`src/rtl/solo_squash_inputs_pkg.sv`:
```
// Shared solo_squash constants: debounce defaults next to the game timing values,
// plus the button channel ordering used by the input conditioner.
package solo_squash_inputs_pkg;

    localparam int TICK_DIV_DEFAULT       = 25000;
    localparam int DEBOUNCE_TICKS_DEFAULT = 5;
    localparam int SYNC_STAGES_DEFAULT    = 2;

    localparam int H_VISIBLE     = 640;
    localparam int V_VISIBLE     = 480;
    localparam int PADDLE_HEIGHT = 64;

    localparam int NUM_CHANNELS = 4;

    typedef enum logic [1:0] {
        CH_PAUSE    = 2'd0,
        CH_NEW_GAME = 2'd1,
        CH_UP       = 2'd2,
        CH_DOWN     = 2'd3
    } chan_e;

    // Width of a counter that must hold 0..n-1; never narrower than one bit.
    function automatic int count_width(input int n);
        return (n <= 2) ? 1 : $clog2(n);
    endfunction

endpackage

```
`src/rtl/solo_squash_debounce.sv`:
```
// One button channel: synchroniser chain, tick-based debounce counter, committed
// stable level and a single-cycle strobe when a press commits.
module solo_squash_debounce
    import solo_squash_inputs_pkg::*;
#(
    parameter int SYNC_STAGES    = SYNC_STAGES_DEFAULT,
    parameter int DEBOUNCE_TICKS = DEBOUNCE_TICKS_DEFAULT
) (
    input  logic clk,
    input  logic reset_n,
    input  logic tick,
    input  logic raw_n,
    output logic stable,
    output logic fall
);

    localparam int                CNT_W    = count_width(DEBOUNCE_TICKS);
    localparam logic [CNT_W-1:0] CNT_LAST = CNT_W'(DEBOUNCE_TICKS - 1);

    logic [SYNC_STAGES-1:0] sync_reg;
    logic [CNT_W-1:0]       cnt_reg;
    logic                   stable_reg;
    logic                   synced;
    logic                   commit;

    assign synced = sync_reg[SYNC_STAGES-1];
    assign commit = tick && (synced != stable_reg) && (cnt_reg == CNT_LAST);

    always_ff @(posedge clk or negedge reset_n) begin
        if (!reset_n) begin
            sync_reg <= '1;
        end else begin
            sync_reg <= {sync_reg[SYNC_STAGES-2:0], raw_n};
        end
    end

    // Any cycle of agreement throws away the partial count.
    always_ff @(posedge clk or negedge reset_n) begin
        if (!reset_n) begin
            cnt_reg    <= '0;
            stable_reg <= 1'b1;
        end else if (synced == stable_reg) begin
            cnt_reg <= '0;
        end else if (commit) begin
            cnt_reg    <= '0;
            stable_reg <= synced;
        end else if (tick) begin
            cnt_reg <= cnt_reg + CNT_W'(1);
        end
    end

    assign stable = stable_reg;
    assign fall   = commit && !synced;

endmodule

```
`src/rtl/solo_squash_inputs.sv`:
```
// Conditions the four raw active-low buttons into synchronised, debounced game
// inputs: shared debounce prescaler, new-game strobe and pause toggle.
module solo_squash_inputs
    import solo_squash_inputs_pkg::*;
#(
    parameter int TICK_DIV       = TICK_DIV_DEFAULT,
    parameter int DEBOUNCE_TICKS = DEBOUNCE_TICKS_DEFAULT,
    parameter int SYNC_STAGES    = SYNC_STAGES_DEFAULT,
    parameter int PAUSE_TOGGLE   = 1
) (
    input  logic clk,
    input  logic reset_n,
    input  logic pause_raw_n,
    input  logic new_game_raw_n,
    input  logic up_raw_n,
    input  logic down_raw_n,
    output logic pause_n,
    output logic new_game_n,
    output logic up_key_n,
    output logic down_key_n
);

    localparam int                PRE_W    = count_width(TICK_DIV);
    localparam logic [PRE_W-1:0] PRE_LAST = PRE_W'(TICK_DIV - 1);

    logic [PRE_W-1:0]        prescale_reg;
    logic                    tick;
    logic [NUM_CHANNELS-1:0] raw_vec;
    logic [NUM_CHANNELS-1:0] stable_vec;
    logic [NUM_CHANNELS-1:0] fall_vec;
    logic                    new_game_reg;

    assign raw_vec = {down_raw_n, up_raw_n, new_game_raw_n, pause_raw_n};
    assign tick    = (prescale_reg == PRE_LAST);

    always_ff @(posedge clk or negedge reset_n) begin
        if (!reset_n) begin
            prescale_reg <= '0;
        end else if (tick) begin
            prescale_reg <= '0;
        end else begin
            prescale_reg <= prescale_reg + PRE_W'(1);
        end
    end

    for (genvar gi = 0; gi < NUM_CHANNELS; gi++) begin : g_chan
        solo_squash_debounce #(
            .SYNC_STAGES    (SYNC_STAGES),
            .DEBOUNCE_TICKS (DEBOUNCE_TICKS)
        ) u_debounce (
            .clk     (clk),
            .reset_n (reset_n),
            .tick    (tick),
            .raw_n   (raw_vec[gi]),
            .stable  (stable_vec[gi]),
            .fall    (fall_vec[gi])
        );
    end

    // Strobe lands on the same edge the new-game level commits low.
    always_ff @(posedge clk or negedge reset_n) begin
        if (!reset_n) begin
            new_game_reg <= 1'b1;
        end else begin
            new_game_reg <= !fall_vec[CH_NEW_GAME];
        end
    end

    if (PAUSE_TOGGLE != 0) begin : g_pause_toggle
        logic paused_reg;
        logic unused_fall;

        always_ff @(posedge clk or negedge reset_n) begin
            if (!reset_n) begin
                paused_reg <= 1'b0;
            end else if (fall_vec[CH_PAUSE]) begin
                paused_reg <= !paused_reg;
            end
        end

        assign pause_n     = !paused_reg;
        assign unused_fall = ^{fall_vec[CH_DOWN], fall_vec[CH_UP], stable_vec[CH_PAUSE]};
    end else begin : g_pause_level
        logic unused_fall;

        assign pause_n     = stable_vec[CH_PAUSE];
        assign unused_fall = ^{fall_vec[CH_DOWN], fall_vec[CH_UP], fall_vec[CH_PAUSE]};
    end

    assign new_game_n = new_game_reg;
    assign up_key_n   = stable_vec[CH_UP];
    assign down_key_n = stable_vec[CH_DOWN];

endmodule

```
`config.mk`:
```
export PLATFORM = sky130hd
export DESIGN_NAME = solo_squash_inputs
export DESIGN_NICKNAME = d
export VERILOG_FILES = /design/src/rtl/solo_squash_inputs_pkg.sv /design/src/rtl/solo_squash_debounce.sv /design/src/rtl/solo_squash_inputs.sv
export SDC_FILE = /design/constraint.sdc
export NUM_CORES = 1
export LEC_CHECK = 0
export CAP_MARGIN = 10
export CELL_PAD_IN_SITES_DETAIL_PLACEMENT = 1
export CELL_PAD_IN_SITES_GLOBAL_PLACEMENT = 2
export CORE_MARGIN = 3
export CORE_UTILIZATION = 43
export DETAILED_ROUTE_END_ITERATION = 16
export GPL_TIMING_DRIVEN = 0
export PLACE_DENSITY_LB_ADDON = 0.1
export SYNTH_ARGS = -nofsm -noshare
export SYNTH_HDL_FRONTEND = slang
export SYNTH_HIERARCHICAL = 1
export SYNTH_SLANG_ARGS = --single-unit
```
`constraint.sdc`:
```
create_clock -name clk -period 4.27 [get_ports clk]
set_input_delay 0.6405 -clock clk [delete_from_list [all_inputs] [get_ports clk]]
set_output_delay 0.6405 -clock clk [all_outputs]
set_load 0.005 [all_outputs]
```
==> summary.md, run 1 <==
| Metric | Value |
|---|---|
| Minimum clock period after layout | `2410 ps` |
| Number of nets with antenna violations after detailed routing | `0` |
| Number of global-route vias before repair | `1297` |
| Post-synthesis net count | `177` |
| Number of antenna cells inserted | `0` |
| Count of clock tree sinks | `41` |
| Pin count of the biggest net entering global routing | `42` |
| Cell internal power dissipation | `511 uW` |
| Part of the total power dissipated in sequential elements | `61.4%` |
| Post-CTS Repair Setup Buffers | `0` |
| Total DRC errors in the routed layout | `0` |
| Endpoint type of the worst setup path | `flop` |
| Startpoint-to-endpoint class of the critical path | `reg2reg` |
| Longest Clk Path Bufs | `2` |
| Number of warnings printed during yosys synthesis | `6` |
| Arrival time worst endpoint | `2620 ps` |
| Cell breakdown of the critical path | `buf_6 > or4b_4 > nor3_4 > buf_16 > nand3_2 > nor3b_1 > xor2_1` |
| Most frequent cells in the layout | `28 x dfrtp_1, 13 x nor2_1, 13 x dfstp_2` |
| Synthesized instance count | `162` |
| Clock power frac | `36.4%` |
| Max stage delay cell, worst path | `nor3_4` |
| Maxcap violations | `0` |
| Post-layout instance count excluding filler cells | `229` |
| Buffer and inverter count on the worst path | `2` |
| Start of the worst register-to-register path | `prescale_reg[3]` |
| Maximum frequency from static timing analysis | `415 MHz` |
| Core utilization of the finished layout | `52.0%` |
| Clock tree from TritonCTS | `done` |
| Tightest Pin Transition | `886 ps` |
| CP required | `4480 ps` |
| Detailed-route vias per instance | `5.33` |
| Die extent in x | `72.5 um` |
| Initial antenna violation count | `0` |
| PwrDens | `301 nW/um2` |
| Element type at the critical path start | `flop` |
| Lkg Pwr | `0.929 nW` |
| H-tree levels | `2` |
| Remaining Overflow, GRT | `0` |
| Die area | `5260 um2` |
| Nets | `194` |
| Number of buffers inserted by hold repair at cts | `0` |
| Slowest cell delay on critical path | `550 ps` |
| Clock transition at path regs | `70 ps` |
| Global-route wire length before repair | `5890 um` |
| Largest register FFs | `15` |
| GP Congestion | `0.762` |
| Aggregate global-route resource usage | `14.4%` |
| HPWL after detailed placement | `2360 um` |
| Total setup violations reported at the end of the flow | `0` |
| Comb power frac | `2.2%` |
| Hold crit path type | `reg2reg` |
| Run status | `finished, final reports clean` |
| Hold Crit Start | `g_chan[1].u_debounce/sync_reg[0]` |
| WHS | `360 ps` |
| CTS Root Buffer Type | `clkbuf_8` |
| Number of hold violations in the final report | `0` |
| Fraction of final layout cells sized beyond drive strength 1 | `19.0%` |
| Unrepaired setup endpoints after global routing | `false` |
| Synth-to-layout area growth | `13.3%` |
| Initial core utilization | `45.9%` |
| Crit-path max FO | `20` |
| Max Clock Skew | `9.30 ps` |
| Number of DRC markers in iteration 0 | `28` |
| DR WL/cell | `14.6 um` |
| Net Sw Frac | `21.1%` |
| Max-Slew Margin vs Limit | `40.9%` |
| Number of I/O pins | `10` |
| Fin crit share | `56.4%` |
| Aggregate routed wire length | `3340 um` |
| Mapped Area | `1900 um2` |
| Mapped Avg Cell Area | `11.7 um2` |
| CTS-repair resized insts | `0` |
| Most frequent standard cell in the layout excluding fill and tap cells | `dfrtp_1` |
| Clock latency at the later pin of the worst-skew pair | `290 ps` |
| Top Family by Delay on Critical Path | `simple AND/OR/NAND/NOR gates` |
| Chip Height | `72.5 um` |
| Max rail drop VDD | `0.183 mV` |
| Net switching component of the power | `136 uW` |
| Pre-antenna DRT Iters | `4` |
| Overall via count from detail_route | `1220` |
| Total clock buffers created by CTS | `5` |
| Launching element of the worst setup path | `prescale_reg[3]` |
| DP Worst Slack | `1490 ps` |
| Number of I/O port buffers | `9` |
| # placed instances | `221` |
| Sum of negative setup slack | `0 ps` |
| Standard-cell row count | `23` |
| Core Box Area | `4140 um2` |
| Max-slew violation count | `0` |
| Final Worst Setup Slack | `1860 ps` |
-- power groups by stage --
stage / sequential [mW] / clock, mW / combinational (mW)
2_1_floorplan: 0.404 / 0 / 0.00248
3_3_place_gp: 0.404 / 0 / 0.0150
3_5_place_dp: 0.405 / 0 / 0.0149
4_1_cts: 0.398 / 0.244 / 0.0149
5_1_grt: 0.398 / 0.261 / 0.0160
6_report: 0.398 / 0.236 / 0.0141
-- metal layers --
| metal | vias up | routed length, um | GRT usage (%) |
|---|---|---|---|
| met5 | - | 0 | 0 |
| met2 | 11 | 1760 | 25.4 |
| met3 | 5 | 97 | 3.32 |
| met4 | 0 | 50 | 4.92 |
| li1 | 581 | - | - |
| met1 | 623 | 1430 | 17.2 |
-- stage by stage --
stage / area [um2] / total power, mW
final: 2150 / 0.648
after global routing: 2150 / 0.675
after CTS: 2130 / 0.657
after detailed placement: 2050 / 0.420
after global placement: 2050 / 0.419
after floorplan: 1900 / 0.407
-- worst reg2reg max path: stages (launching register included) --
cell and delay (ps):
dfrtp_1 380, buf_6 140, or4b_4 520, nor3_4 550
buf_16 230, nand3_2 90, nor3b_1 260, xor2_1 160
-- worst paths after layout --
check                                                    to  slack (ps)  depth (start not counted)
setup / recovery                  g_pause_toggle.paused_reg        1860                          7
hold / removal             g_chan[1].u_debounce/sync_reg[1]         360                          0
setup reg to reg                  g_pause_toggle.paused_reg        1860                          7
hold reg to reg            g_chan[1].u_debounce/sync_reg[1]         360                          0
max in group asynchronous                   prescale_reg[5]        3240                          1
min in group asynchronous   g_chan[3].u_debounce/cnt_reg[2]         460                          1
-- final cells by class --
class	instances	area (um2)
multi-input cells	107	798
repair buffers	10	113
flip-flops and latches	41	1040
inverters	12	45.0
plain buffers	2	16.3
fillers	461	1990
clock inverters	1	5.00
well taps	50	62.6
clock buffers	6	72.6
(Power assumes the default switching activity.)
==> run 2: changes to the inputs <==
Settings changed: CORE_UTILIZATION 43 to 36.
Clock period 4.27 ns to 2 ns, I/O delays scaled along.
==> summary.md, run 2 (same netlist as run 1, synthesis figures left out) <==
| Metric | Value |
|---|---|
| CP required | `2230 ps (-2250 ps)` |
| Number of I/O pins | `10 (unchanged)` |
| Remaining Overflow, GRT | `0 (unchanged)` |
| Maximum frequency from static timing analysis | `515 MHz (+24%)` |
| Number of buffers inserted by hold repair at cts | `0 (unchanged)` |
| Number of DRC markers in iteration 0 | `37 (+32%)` |
| Chip Height | `78.7 um (+8.5%)` |
| DR WL/cell | `14.6 um (+0.29%)` |
| DP Worst Slack | `-792 ps (-2280 ps)` |
| PwrDens | `677 nW/um2 (+130%)` |
| Total chip power | `1.58 mW (+140%)` |
| Pre-antenna DRT Iters | `4 (unchanged)` |
| Most frequent cells in the layout | `26 x dfrtp_1, 13 x nor2_1, 13 x dfstp_2` |
| Element type at the critical path start | `flop` |
| R2r endpoint | `g_chan[2].u_debounce/stable` |
| Aggregate routed wire length | `3770 um (+13%)` |
| Final Worst Setup Slack | `56.4 ps (-1800 ps)` |
| Most frequent standard cell in the layout excluding fill and tap cells | `dfrtp_1` |
| Largest register FFs | `15 (unchanged)` |
| Number of I/O port buffers | `9 (unchanged)` |
| Sum of negative setup slack | `0 ps (unchanged)` |
| Tightest Pin Transition | `903 ps (+17.1 ps)` |
| Startpoint-to-endpoint class of the critical path | `reg2reg` |
| Total clock buffers created by CTS | `5 (unchanged)` |
| Count of clock tree sinks | `41 (unchanged)` |
| CTS Root Buffer Type | `clkbuf_8` |
| Pin count of the biggest net entering global routing | `42 (unchanged)` |
| Initial core utilization | `38.7% (-7.2 points)` |
| Fraction of final layout cells sized beyond drive strength 1 | `27.7% (+8.8 points)` |
| Reg-to-reg setup timing slack | `60 ps (-1800 ps)` |
| Clock latency at the later pin of the worst-skew pair | `300 ps (about the same)` |
| Hold crit path type | `in2async` |
| Die extent in x | `78.7 um (+8.5%)` |
| Met3 Usage GRT | `3.44% (+0.12 points)` |
| Number of global-route vias before repair | `1331 (+2.6%)` |
| Total DRC errors in the routed layout | `0 (unchanged)` |
| Max rail drop VDD | `0.411 mV (+120%)` |
| Nets | `205 (+5.7%)` |
| Fill cells | `546 (+18%)` |
| Number of hold violations in the final report | `0 (unchanged)` |
| Arrival time worst endpoint | `2170 ps (-450 ps)` |
| Detailed-route vias per instance | `4.91 (-7.9%)` |
| FF-to-FF path depth | `6 (-1)` |
| Overall via count from detail_route | `1266 (+3.8%)` |
| Standard-cell row count | `25 (+8.7%)` |
| Number of nets with antenna violations after detailed routing | `0 (unchanged)` |
| Clock transition at path regs | `80 ps (about the same)` |
| Clock tree from TritonCTS | `done` |
| HPWL after detailed placement | `2320 um (-1.6%)` |
| WHS | `124 ps (-236 ps)` |
| Maxcap violations | `0 (unchanged)` |
| Start of the worst register-to-register path | `prescale_reg[9]` |
| Post-detailed-placement cell area | `2080 um2 (+1.3%)` |
| Longest Clk Path Bufs | `2 (unchanged)` |
| Routing usage on met2 | `22.8% (-2.6 points)` |
| Global Route met1 Usage | `16.8% (-0.44 points)` |
| H-tree levels | `2 (unchanged)` |
| GRT busiest layer | `met2` |
| Endpoint type of the worst setup path | `flop` |
| Initial antenna violation count | `0 (unchanged)` |
| Die area | `6190 um2 (+18%)` |
| Core Box Area | `4910 um2 (+19%)` |
| Total setup violations reported at the end of the flow | `0 (unchanged)` |
| Max Clock Skew | `8.09 ps (-1.20 ps)` |
| Aggregate global-route resource usage | `13.7% (-0.64 points)` |
| Minimum clock period after layout | `1940 ps (-466 ps)` |
| Number of antenna cells inserted | `0 (unchanged)` |
| Synth-to-layout area growth | `22.5%` |
| GP Congestion | `0.688 (-9.7%)` |
| Fin crit share | `97.2% (+41 points)` |
| Crit-path max FO | `8 (-60%)` |
| Max-slew violation count | `0 (unchanged)` |
| Post-route design area | `2330 um2 (+8.1%)` |
| Max-Slew Margin vs Limit | `39.8% (-1.1 points)` |
| Lkg Pwr | `1.01 nW (+8.7%)` |
| Global-route wire length before repair | `6430 um (+9.3%)` |
| Run status | `finished, final reports clean` |
==> run 2: cell types whose count changed in the layout (fill, tap and decap cells not counted), sizes merged <==
cell | previous run | this run
nor3 | 6 | 7
clkbuf | 6 | 7
buf | 4 | 14
clkinv | 1 | 0
bufinv | 0 | 1
==> run 2: critical path, cell delays in order (launching register included) <==
cell and delay, ps:
dfrtp_1 450, nor4b_2 410, nand3_2 170, nor3_4 290, buf_6 200, nand3_2 70
mux2_4 290
==> run 2: repair_timing <==
| action | 4_1_cts | 5_1_grt |
|---|---|---|
| hold endpoints to repair | 0 | 0 |
| gates resized for setup | 6 | 5 |
| buffers inserted | 12 | 1 |
| cloned | 1 | 0 |
| setup endpoints to repair | 26 | 22 |
| pin swaps | 5 | 3 |
==> run 2: layer usage <==
metal | vias up | part of all wire [%]
met3 | 8 | 2.4
met2 | 12 | 53
met4 | 0 | 2.1
met5 | - | 0
met1 | 641 | 43
li1 | 605 | -
==> run 2: per-stage QoR <==
step / cells / utilization, %
final: 258 / 47.4
after global routing: 258 / 47.4
after CTS: 258 / 47.0
after detailed placement: 238 / 42.3
after global placement: 238 / 42.4
after floorplan: 162 / -
==> run 2: worst max path at each step <==
stage / startpoint / endpoint / slack, ps
after floorplan: prescale_reg[3] / g_pause_toggle.paused_reg / -340
after global placement: prescale_reg[9] / g_pause_toggle.paused_reg / -730
after detailed placement: prescale_reg[9] / g_pause_toggle.paused_reg / -790
after CTS: prescale_reg[3] / g_chan[3].u_debounce/stable / 2
after global routing: prescale_reg[9] / g_chan[1].u_debounce/cnt_reg[1] / -60
final: prescale_reg[9] / g_chan[2].u_debounce/stable / 60
==> run 2: where the power goes <==
group	switching (mW)	internal [mW]	total, mW
registers	0.00500	0.844	0.849
logic	0.0203	0.0103	0.0306
clock network	0.290	0.407	0.697
==> run 2: cell type report <==
class / instances / area (um2) / area share, %
clock buffers: 7 / 86.3 / 3.71
repair buffers: 22 / 194 / 8.32
flip-flops and latches: 41 / 1040 / 44.8
well taps: 67 / 83.8 / 3.60
inverters: 12 / 45.0 / 1.93
clock inverters: 1 / 30.0 / 1.29
multi-input cells: 108 / 846 / 36.3
